## config.mk

```make
export PLATFORM = sky130hd
export DESIGN_NAME = blck_packer_cntrl
export DESIGN_NICKNAME = d
export VERILOG_FILES = /design/src/rtl/blck_packer_cntrl.sv
export SDC_FILE = /design/constraint.sdc
export NUM_CORES = 1
export LEC_CHECK = 0
export CAP_MARGIN = 20
export CORE_MARGIN = 5
export CORE_UTILIZATION = 45
export CTS_CLUSTER_SIZE = 30
export DETAILED_ROUTE_END_ITERATION = 8
export PLACE_DENSITY = 0.74
export REMOVE_ABC_BUFFERS = 1
export SLEW_MARGIN = 20
export SYNTH_ARGS = -nofsm -noshare
export SYNTH_HDL_FRONTEND = slang
export SYNTH_SLANG_ARGS = --single-unit
```

## constraint.sdc

```tcl
create_clock -name clk -period 2.1 [get_ports clk]
set_input_delay 0.63 -clock clk [delete_from_list [all_inputs] [get_ports clk]]
set_output_delay 0.63 -clock clk [all_outputs]
set_load 0.005 [all_outputs]
```

## src/rtl/blck_packer_cntrl.sv

```systemverilog
// Block packer controller: gathers bus words into a block,
// pads partial/last blocks and hands full blocks downstream.
module blck_packer_cntrl #(
  parameter int BUS_SIZE    = 32,
  parameter int BLCK_SIZE   = 256,
  parameter int PAD_CNST_EN = 1,
  localparam int NB  = BUS_SIZE / 8,
  localparam int NBW = $clog2(NB + 1)
) (
  input  logic           clk,
  input  logic           rst,
  input  logic           start,
  output logic           ready,
  input  logic           data_in_valid,
  input  logic [NBW-1:0] data_in_nbytes,
  input  logic           data_in_eot,
  output logic           en_update,
  output logic           en_padding,
  output logic [NB-1:0]  pad_mask,
  output logic           blck_out_valid,
  input  logic           blck_out_ready,
  output logic           blck_last,
  output logic           blck_padded
);

  localparam int W  = BLCK_SIZE / BUS_SIZE;
  localparam int CW = $clog2(W) + 1;
  localparam logic [CW-1:0]  WL   = CW'(W);
  localparam logic [NBW-1:0] NBL  = NBW'(NB);
  localparam logic           CNST = (PAD_CNST_EN != 0);

  typedef enum logic [1:0] {
    IDLE,
    LOAD,
    PAD,
    OUT
  } state_e;

  state_e        state_q, state_d;
  logic [CW-1:0] cnt_q, cnt_d, cnt_inc;
  logic          eot_q, eot_d;
  logic          cnst_q, cnst_d;
  logic          padded_q, padded_d;
  logic          full;

  assign cnt_inc = cnt_q + CW'(1);
  assign full    = (cnt_inc == WL);

  always_comb begin
    state_d        = state_q;
    cnt_d          = cnt_q;
    eot_d          = eot_q;
    cnst_d         = cnst_q;
    padded_d       = padded_q;
    ready          = 1'b0;
    en_update      = 1'b0;
    en_padding     = 1'b0;
    pad_mask       = '0;
    blck_out_valid = 1'b0;
    blck_last      = 1'b0;
    blck_padded    = 1'b0;
    case (state_q)
      IDLE: begin
        if (start) begin
          state_d  = LOAD;
          cnt_d    = '0;
          eot_d    = 1'b0;
          cnst_d   = 1'b0;
          padded_d = 1'b0;
        end
      end
      LOAD: begin
        ready = 1'b1;
        if (data_in_valid) begin
          en_update = 1'b1;
          cnt_d     = cnt_inc;
          if (data_in_eot) begin
            eot_d = 1'b1;
            // An empty word (nbytes 0) is a pure padding word
            if (data_in_nbytes < NBL) begin
              cnst_d     = 1'b1;
              padded_d   = 1'b1;
              en_padding = (data_in_nbytes == '0);
              if (CNST) pad_mask = NB'(1) << data_in_nbytes;
            end
          end
          if (full) state_d = OUT;
          else if (data_in_eot) state_d = PAD;
        end
      end
      PAD: begin
        en_update  = 1'b1;
        en_padding = 1'b1;
        padded_d   = 1'b1;
        cnt_d      = cnt_inc;
        if (!cnst_q) begin
          pad_mask[0] = CNST;
          cnst_d      = 1'b1;
        end
        if (full) state_d = OUT;
      end
      OUT: begin
        blck_out_valid = 1'b1;
        blck_last      = eot_q;
        blck_padded    = padded_q;
        if (blck_out_ready) begin
          state_d  = eot_q ? IDLE : LOAD;
          cnt_d    = '0;
          eot_d    = 1'b0;
          cnst_d   = 1'b0;
          padded_d = 1'b0;
        end
      end
      default: state_d = IDLE;
    endcase
  end

  always_ff @(posedge clk) begin
    if (rst) begin
      state_q  <= IDLE;
      cnt_q    <= '0;
      eot_q    <= 1'b0;
      cnst_q   <= 1'b0;
      padded_q <= 1'b0;
    end else begin
      state_q  <= state_d;
      cnt_q    <= cnt_d;
      eot_q    <= eot_d;
      cnst_q   <= cnst_d;
      padded_q <= padded_d;
    end
  end

endmodule

```

* After elaboration in Yosys (flattened, before gate mapping)
Index checks and enable logic that the tools add are counted.
** Storage, ports and cells
- Memories kept :: 0
- Bits in registers :: 8
- RAM bits :: 0
- Bits in read-only memories :: 0
- Input port bits :: 9
- Output and inout bits :: 10
- Bits in latches :: 0
- Logic and storage cells :: 62
** Operators by class
- Reduce and logical (&&, ||, !) cells :: 7
- Equality and inequality tests :: 11
- Bitwise gates (word level) :: 0
- Shift operators :: 1
- Div/mod/pow operators :: 0
- Muxes and demuxes :: 37
- $add $sub $neg :: 1
- $lt $le $gt $ge :: 1
- Multipliers :: 0
** Operator list (count)
- $mux W4 :: 6
- $mux W1 :: 17
- $pmux W4 S4 :: 1
- $reduce_and A5 Y1 :: 3
- $mux W2 :: 6
- $ne A2 B2 Y1 const B :: 6
- $pmux W2 S4 :: 1
- $pmux W1 S2 :: 3
- $add A4 B1 Y4 const B :: 1
- $eq A2 B2 Y1 const B :: 2
- $eq A4 B4 Y1 const B :: 1
- $pmux W1 S4 :: 1
- $shl A1 B3 Y4 const A :: 1
- $logic_not A3 Y1 :: 1
- $lt A3 B3 Y1 const B :: 1
- $mux W3 :: 1
- $ne A3 B3 Y1 const B :: 1
- $pmux W1 S3 :: 1
- $reduce_and A3 Y1 :: 1
- $reduce_bool A3 Y1 :: 1
- $eq A2 B1 Y1 const B :: 1
- $logic_not A2 Y1 :: 1

* Logic depth before layout (Yosys ltp)
Gate-level depths: netlist of the first run.
- Depth in word-level cells :: 5
- Depth in mapped cells :: 7
- Mapped depth without buffers :: 6

* Worst setup path before layout of the first run
No wires, ideal clock.
- Kind :: reg2reg
- Start :: register state_q[1]
- End :: register state_q[0]
- Buffers on the path :: 1
- Arrival time :: 1806 ps
- Clock period less this slack :: 1897 ps
- Setup time :: 91 ps
- Setup slack :: 203 ps
- Data required time :: 2009 ps
- Cell stages (with the launch flop) :: 8
- Path through :: dfxtp_1 inv_1 ha_1 nor2b_4 or3_4 buf_6 o31a_1 a311oi_1
** On the way
- Cells in the longest elaborated chain, start to end :: 3
- Elaborated cells between the ends (all ways) :: 11
- Those cells by class :: 8 x eq/ne; 1 x mux; 2 x reduce/logical
** Ends and longest elaborated chain
- from (decl) :: line 39 : state_e state_q, state_d;
- from (signal assigned) :: line 126 : state_q <= state_d;
- $eq A2 B1 Y1, or another cell as far along :: line 62 : case (state_q)
- $ne A3 B3 Y1 (no source line) / $ne A2 B2 Y1 (equally long branches)
- $reduce_and A5 Y1 (no source line)
Several ways; a longest one is shown, not always the timed one.
A chain may end at the register's enable or synchronous reset.

* Final worst setup path of the first run
- Start :: input port data_in_nbytes[0]
- End :: output port pad_mask[0]
** On the way
- Cells in the longest elaborated chain, start to end :: 5
- Elaborated cells between the ends (all ways) :: 6
- Those cells by class :: 1 x order compare; 1 x shift; 4 x mux
** Ends and longest elaborated chain
- from (decl) :: line 15 : input logic [NBW-1:0] data_in_nbytes,
- $lt A3 B3 Y1 / $shl A1 B3 Y4 (equally long branches) :: line 80, 84
- $mux W4 (*) :: line 80 : if (data_in_nbytes < NBL) begin
- $mux W4 (*) :: line 77 : if (data_in_eot) begin
- $mux W4 (*) :: line 74 : if (data_in_valid) begin
- $pmux W1 S2 (*) :: line 62
- to (decl) :: line 19 : output logic [NB-1:0] pad_mask,
Mark *: on every way between the ends. The rest lies on a longest branch, timed or not.

==> results of run 1 <==
==> per-layer routing <==
layer  global-route usage  part of all wire  wire [um]
met5                    0                 0          0
met1                0.263              0.41        932
met2                0.443              0.50       1150
met3               0.0414             0.062        142
met4                0.124             0.024         55
==> cells in the final DEF (no fill, tap or decap), types with 2 or more instances in the layout <==
cell / count
dfxtp_1: 6
ha_4: 4
nor4_1: 2
clkbuf_4: 3
buf_4: 25
dlygate4sd2_1: 3
o21ai_0: 2
and2_1: 2
a2111oi_0: 2
nor2b_1: 5
a21oi_1: 6
clkdlybuf4s50_1: 4
clkbuf_2: 6
dfxtp_2: 2
nand3b_1: 2
nand2_1: 7
nor2_1: 5
nand4b_1: 2
nor3_1: 3
inv_1: 2
ha_1: 2
buf_2: 4
a31oi_1: 2
o21a_1: 3
==> report_power, final <==
| part | total (mW) | leakage, nW | internal [mW] | switching (mW) |
|---|---|---|---|---|
| Sequential | 0.236 | 0.0659 | 0.195 | 0.0411 |
| Clock | 0.121 | 0.0138 | 0.0656 | 0.0556 |
| Combinational | 0.792 | 0.402 | 0.419 | 0.374 |
| Total | 1.15 | 0.482 | 0.680 | 0.470 |
==> timing repair <==
item / in CTS / in global routing
pin swaps: 6 / 3
endpoints found under the setup margin: 9 / 5
gates resized for setup: 51 / 9
hold buffers: 0 / 0
hold endpoints to repair: 0 / 0
buffers inserted: 6 / 1
==> layout make-up <==
cell class,instances,share of cell area
multi-input combinational,66,0.495
timing repair buffer,44,0.301
sequential,8,0.150
clock buffer,3,0.0208
tap,15,0.0173
inverter,4,0.0161
==> sequential cells by signal (all words and copies together), names as in the netlist <==
name	flops
cnt_q	4
padded_q	1
eot_q	1
state_q	2
==> how the worst max path moves through the flow <==
stage / slack, ps / end / from
after global placement: -690 / pad_mask[0] / data_in_eot
final: -20 / pad_mask[0] / data_in_nbytes[0]
after CTS: -10 / en_padding / state_q[0]
after global routing: -90 / en_padding / state_q[0]
after floorplan: 230 / pad_mask[0] / data_in_nbytes[2]
after detailed placement: -770 / pad_mask[0] / data_in_eot
==> cell usage after synthesis, types with 2 or more instances <==
master     instances  area [um^2]
nand2_1            8         30.0
dfxtp_1            8          160
and2_1             2         12.5
inv_1              4         15.0
a21oi_1            6         30.0
nand4b_1           2         17.5
nor4_1             3         18.8
nand3b_1           2         15.0
o21ai_0            2         10.0
ha_1               6         75.1
a31oi_1            2         12.5
nand2b_1           2         12.5
nor2b_1            5         31.3
nor3_1             3         15.0
nor2_1             6         22.5
o21a_1             3         22.5
a2111oi_0          2         17.5
==> metrics by stage <==
stage	worst slack (ps)	power (mW)	std cells	TNS [ps]
5_1_grt	-90.8	1.24	140	-195
6_report	-24.5	1.15	140	-47.2
2_1_floorplan	228	0.553	78	0
3_5_place_dp	-767	0.878	130	-4640
4_1_cts	-9.90	1.11	139	-9.90
3_3_place_gp	-686	0.865	130	-4210
==> logic make-up (layout without fill, tap and decap cells) <==
group	Yosys count	in the layout	share of synthesized area
adders and majority gates	6	6	0.117
buffers and inverters	7	51	0.0525
AOI/OAI and AO/OA	22	22	0.237
and+or+nand+nor	37	37	0.329
muxes	1	1	0.0156
DFF	8	8	0.249
==> tightest hold or removal path, cell delays in order (launching register included) <==
cell	delay [ps]
dfxtp_1	350
nand2_1	70
a21oi_1	50
==> results.md, run 1 <==
- # diodes: 0
- Final worst setup slack: -24.5 ps
- Rows: 13
- Worst EP arrival: 1490 ps
- Share of cells above drive strength 1: 0.440
- Multi-input gate area in the final layout: 537 um^2
- Max Slew Vio Count: 0
- Routed via count: 777
- Critical R2R Launch: state_q[0]
- Clock tree from TritonCTS: yes
- Worst Hold Class: register to register
- Slew HR: 0.690
- Post-synthesis async set-or-reset flop share: 0
- Final hold violations: 0
- Library cells used by synthesis: 32
- Worst Clk Skew: 1.05 ps
- Worst-path cell chain: clkdlybuf4s15_2 > nor4_4 > buf_4 > o21a_1 > buf_2
- Die Height: 47.8 um
- Iteration-0 DRC Markers: 11
- Worst-margin pin slew: 453 ps
- Register area share after synthesis: 0.249
- DR vias/cell: 5.55
- Root Driver: clkbuf_4
- RSZ-0062 raised after global routing: yes
- Violated checks: setup timing
- IO buf count: 18
- # fillers: 87
- Top-level I/O count: 19
- Worst Path Buf+Inv: 3
- P_leak: 0.482 nW
- DP HPWL: 1440 um
- Number of enable flip-flop cells after synthesis: 0
- CP max FO: 2
- Maximum vdd drop: 0.899 mV
- Critical path depth in cells: 5
- Final setup violation count: 2
- Hold Crit Start: cnt_q[2]
- FF-to-FF path depth: 7
- Register bit total from synthesis: 8
- Design area: 1080 um^2
- Die W: 47.8 um
- Syn Inst Count: 81
- Area grow syn2layout: 68.7%
- TritonCTS Buffers: 3
- Max cap viols: 0
- DR DRC count: 0
- Vias in the first global route: 790
- Routed WL: 2280 um
- GRT Util Overall: 0.242
- # nets final: 142
- First-pass GRT wire length: 3730 um
- Grt ovf: 0
- Htree depth: 1
- Pwr Density: 1060 nW/um^2
- CTS max path bufs: 2
- Worst-case hold slack: 519 ps
- Top Family by Delay on Critical Path: buffers and inverters
- Period minus WS final: 2120 ps
- FF-to-FF setup slack: 160 ps
- Crit path largest cell delay: 270 ps
- Peak Freq: 471 MHz
- DR pass1 iterations: 4
- Ys flop type: dfxtp_1
- Crit-path slowest cell: nor4_4
- Crit end category: output port
- Final GP Congestion: 0.820
- Post-Place Cell Area: 966 um^2
- Clock Pin Slew Worst Setup and Hold Paths: 50 ps
- DRT antenna net count: 0
- Worst skew pair latency: 260 ps
- Period utilization: 1.01
- Critical Path RT: 1470 ps
- Crit Path Class: primary input to output port
- Hold path depth: 2
- Crit path launch type: primary input
- Core area: 1330 um^2
- Starting Density: 0.482
- FF/Latch Area: 163 um^2
- Post-Syn Area per Cell: 7.94 um^2
- Initial antenna violation count: 0
- Post-Syn Area: 643 um^2
- Run status: complete, but fails checks
- Routed wire per std cell: 16.3 um
- Yosys warning total: 0
- Util after Layout: 0.813
- Largest net degree at the start of global routing: 9
- Hold path endpoint: cnt_q[2]
- Num Clock Sinks: 8
- Critical R2R Capture: state_q[0]
- Die area: 2290 um^2
Power figures use the tool's default switching activity.
==> run 2: changes to the inputs <==
--- a/config.mk
+++ b/config.mk
@@ -10,6 +10,7 @@
 export CORE_UTILIZATION = 45
 export CTS_CLUSTER_SIZE = 30
 export DETAILED_ROUTE_END_ITERATION = 8
+export HOLD_SLACK_MARGIN = 0.08
 export PLACE_DENSITY = 0.74
 export REMOVE_ABC_BUFFERS = 1
 export SLEW_MARGIN = 20
==> results of run 2 <==
The final DEF is identical to that of run 1; final timing and power are the same.
==> run 3: changes to the inputs <==
--- a/config.mk
+++ b/config.mk
@@ -5,6 +5,7 @@
 export SDC_FILE = /design/constraint.sdc
 export NUM_CORES = 1
 export LEC_CHECK = 0
+export ABC_CLOCK_PERIOD_IN_PS = 2100
 export CAP_MARGIN = 20
 export CORE_MARGIN = 5
 export CORE_UTILIZATION = 45
==> results of run 3 <==
The final DEF is identical to that of run 1; final timing and power are the same.
